--- config.mk ---
export PLATFORM = sky130hd
export DESIGN_NAME = fifo_read_ctrl
export DESIGN_NICKNAME = d
export VERILOG_FILES = /design/src/rtl/fifo_read_ctrl.sv
export SDC_FILE = /design/constraint.sdc
export NUM_CORES = 1
export LEC_CHECK = 0
export CAP_MARGIN = 15
export CORE_ASPECT_RATIO = 1.2
export CORE_MARGIN = 3
export CORE_UTILIZATION = 45
export DETAILED_ROUTE_END_ITERATION = 8
export PLACE_DENSITY = 0.83
export SETUP_SLACK_MARGIN = 0.2
export SLEW_MARGIN = 10
export SYNTH_ARGS = -nofsm -noshare
export SYNTH_HDL_FRONTEND = slang
export SYNTH_SLANG_ARGS = --single-unit
--- constraint.sdc ---
create_clock -name clk -period 4.4 [get_ports clk]
set_clock_uncertainty 0.2 [all_clocks]
set_input_delay 0.44 -clock clk [delete_from_list [all_inputs] [get_ports clk]]
set_output_delay 0.44 -clock clk [all_outputs]
set_load 0.1 [all_outputs]
--- src/rtl/fifo_read_ctrl.sv ---
// fifo_read_ctrl
//   Read-side controller for the 16-entry transaction-layer FIFO. Owns the
//   read pointer into the FIFO memory, fetches entries into a registered
//   output stage and presents them downstream over valid/ready. Reports
//   empty / almost-empty / occupancy of the entries still held in memory.
//
// Ports
//   clk           clock, all state updates on rising edge
//   rst           asynchronous active-high reset
//   wptr          write pointer (AW+1 bits, MSB = wrap bit), same clock domain
//   mem_rdata     memory read data, combinationally addressed by rptr[AW-1:0]
//   flush         discard all unread entries (including the output stage)
//   rd_ready      downstream accepts rd_data this cycle
//   rptr          read pointer to the memory array (registered)
//   rd_valid      rd_data holds a valid entry (registered)
//   rd_data       output entry (registered)
//   empty         memory holds no unfetched entry
//   almost_empty  fifo_count <= AEMPTY_TH
//   fifo_count    wptr - rptr (entries still in memory, 0..2^AW)
//   xfer_count    accepted transfers, wraps at 2^16
module fifo_read_ctrl #(
  parameter int DW        = 10,
  parameter int AW        = 4,
  parameter int AEMPTY_TH = 2
) (
  input  logic          clk,
  input  logic          rst,
  input  logic [AW:0]   wptr,
  input  logic [DW-1:0] mem_rdata,
  input  logic          flush,
  input  logic          rd_ready,
  output logic [AW:0]   rptr,
  output logic          rd_valid,
  output logic [DW-1:0] rd_data,
  output logic          empty,
  output logic          almost_empty,
  output logic [AW:0]   fifo_count,
  output logic [15:0]   xfer_count
);

  localparam logic [AW:0] AE_TH  = (AW+1)'(AEMPTY_TH);
  localparam logic [AW:0] PTR_ONE = (AW+1)'(1);

  logic accept;
  logic load;

  // Full-width compare: a full FIFO has equal index bits but differing
  // wrap bits, so it is correctly reported as non-empty.
  assign empty        = (wptr == rptr);
  assign fifo_count   = wptr - rptr;
  assign almost_empty = (fifo_count <= AE_TH);

  assign accept = rd_valid & rd_ready;
  // Refill whenever the output stage is free or being drained this cycle.
  assign load   = !empty & (!rd_valid | rd_ready);

  always_ff @(posedge clk or posedge rst) begin
    if (rst) begin
      rptr     <= '0;
      rd_valid <= 1'b0;
      rd_data  <= '0;
    end else if (flush) begin
      rptr     <= wptr;
      rd_valid <= 1'b0;
      rd_data  <= '0;
    end else if (load) begin
      rd_data  <= mem_rdata;
      rd_valid <= 1'b1;
      rptr     <= rptr + PTR_ONE;
    end else if (accept) begin
      rd_valid <= 1'b0;
    end
  end

  // Counted independently of flush: an accept in a flush cycle still
  // completed a transfer downstream.
  always_ff @(posedge clk or posedge rst) begin
    if (rst) begin
      xfer_count <= '0;
    end else if (accept) begin
      xfer_count <= xfer_count + 16'd1;
    end
  end

endmodule

==> impl_metrics.tcl <==
set metrics [dict create \
    status "finished clean" \
    fp.dieArea_mm2 0.00430 \
    syn_avg_cell_area_um2 11.0 \
    final_area_mm2 0.00232 \
    startpoint_type "primary input" \
    drive_gt1_share_pct 13.4 \
    cp-startpoint "wptr[0]" \
    place_area_mm2 0.00223 \
    viasPerCell 5.17 \
    yosysWarnings 0 \
    hold_class "register to register" \
    cp_slowest_stage_delay_ns 0.48 \
    hold_violations 0 \
    async_reset_ff_share_pct 100 \
    cts_buffers 5 \
    synth-seq-area-share_pct 50.2 \
    arrival_ns 2.85 \
    route.met2.wl_um 2290 \
    critPathMaxFanout 2 \
    maxCapViolCount 0 \
    setup_violations 0 \
    nets 234 \
    ys_seq_elements 32 \
    wl_met3_um 170 \
    fin_crit_ns 3.49 \
    synthDistinctLibCells 28 \
    synth_edf_count 0 \
    max-vdd-ir-drop_mv 0.604 \
    rows 23 \
    worstSetupEndpointType "output pin" \
    path_delay_family "buffers and inverters" \
    p_leak_uw 0.00105 \
    reg2reg_from "rptr[2]" \
    wl_um 3960 \
    cts_tree "built" \
    cts_setup_buffers 0 \
    dp_hpwl_um 3070 \
    hold_buffers 0 \
    root_buffer "clkbuf_8" \
    max_clock_freq_mhz 287 \
    syn_area_mm2 0.00160 \
    grt_max_degree 33 \
    routedWlPerCell_um 16.1 \
    track_usage_pct 20.3 \
    top_layer "met4" \
    n_fill_cell 279 \
    ant_nets 0 \
    final_cell_mix "50 x clkdlybuf4s50_1, 29 x dfrtp_1, 18 x nor2_1" \
    final_common_cell "clkdlybuf4s50_1" \
    path_cells "clkdlybuf4s50_1, inv_1, ha_1, fa_1, nand2b_1, a21oi_1, xnor2_2, a2111oi_4, buf_4" \
    path_buf_inv 3 \
    core_area_mm2 0.00337 \
    wl_met1_um 1440 \
    vias 1272 \
    place_congestion 0.807 \
    slew_headroom_pct 33.2 \
    drc 0 \
    fin_crit_sh_pct 79.2 \
    grt-ovfl-total 0 \
    slowest_stage "clkdlybuf4s50_1" \
    antennaDiodeCount 0 \
    syn_nets 171 \
    cts_resized 0 \
    portBuffers 57 \
    netlist_instances 145 \
    grt_antenna_before_repair 0 \
    finalMaxSlewViolations 0 \
    htree_levels 2 \
    min-delay-start "xfer_count[15]" \
    grt_pass1_wl_um 6510 \
    path_class "primary input to output pin" \
    tns_ns 0 \
    worst_slew_pin_slew_ns 0.999 \
    setup_ws_ns 0.914 \
    first_iter_violations 42 \
    grt_pass1_vias 1358 \
    place_ws_ns 0.929 \
    clk_latency_ns 0.27 \
    clock-sinks 32 \
    ios 58 \
    dominantRegCellSynth "dfrtp_1" \
    die_y_um 71.3 \
    firstDrtPassIters 4 \
    clk_path_buf_depth 2 \
    power_density_mw_per_mm2 621 \
    path_clk_slew_ns 0.06 \
    grt_setup_unrepaired "no" \
    crit_required_ns 3.76 \
    syn_to_final_growth_pct 45.3 \
    start_util_pct 47.4 \
    die_x_um 60.4 \
]
==> final cells by class <==
class,count,area (um^2),share of cell area [%]
Multi-Input combinational cell,101,778,33.5
Clock buffer,6,82.6,3.56
Inverter,10,37.5,1.62
Tap cell,37,46.3,2.00
Clock inverter,2,10.0,0.432
Timing Repair Buffer,58,561,24.2
Sequential cell,32,805,34.7
==> synth_stat cells (3+ instances only) <==
library cell | number | area share, %
o21ai_0 | 3 | 0.94
and3_1 | 3 | 1.2
dfrtp_1 | 32 | 50
inv_1 | 10 | 2.4
nand4_1 | 4 | 1.6
nand2_1 | 8 | 1.9
nand3_1 | 7 | 2.2
nor2_1 | 18 | 4.2
xor2_1 | 5 | 2.7
ha_1 | 6 | 4.7
mux2i_1 | 12 | 7.5
xnor2_1 | 16 | 8.8
==> cell families after synthesis <==
kind of cell | synth area share (%)
AND/OR/NAND/NOR | 13.8
AO/OA/AOI/OAI | 5.33
buffers and inverters | 3.29
adder cells (fa/ha/maj) | 5.96
flip-flops | 50.2
XOR/XNOR | 12.5
multiplexers | 8.93
==> per-layer routing <==
metal | up-vias | GRT usage, %
li1 | 610 | -
met1 | 622 | 23.6
met2 | 32 | 35.9
met3 | 8 | 3.96
met4 | 0 | 7.39
met5 | - | 0
==> through the flow <==
step | util, % | power (uW) | std cells | hold WS [ns]
4_1_cts | 68.9 | 1450 | 246 | 0.283
3_5_place_dp | 66.1 | 1220 | 238 | 0.274
3_3_place_gp | 66.1 | 1200 | 238 | 0.262
6_report | 68.9 | 1440 | 246 | 0.284
2_1_floorplan | - | 1030 | 145 | 0.303
5_1_grt | 68.9 | 1500 | 246 | 0.316
==> report_power, final <==
group | total [uW] | switching [uW] | internal [uW]
sequential | 388 | 51.0 | 337
combinational | 823 | 623 | 200
clock | 229 | 105 | 125
==> worst paths after layout <==
kind	end	slack, ns	cells after the start
setup / recovery	almost_empty	0.91	9
hold / removal	xfer_count[15]	0.28	1
setup reg to reg	rd_data[0]	1.84	6
hold reg to reg	xfer_count[15]	0.28	1
max in group asynchronous	rptr[2]	3.32	3
min in group asynchronous	rd_data[8]	0.36	3
==> sequential cells by signal (all words and copies together) (netlist names) <==
register,flops
xfer_count,16
rd_valid,1
rptr,5
rd_data,10
Note: power is estimated with default switching activity, not from simulation.
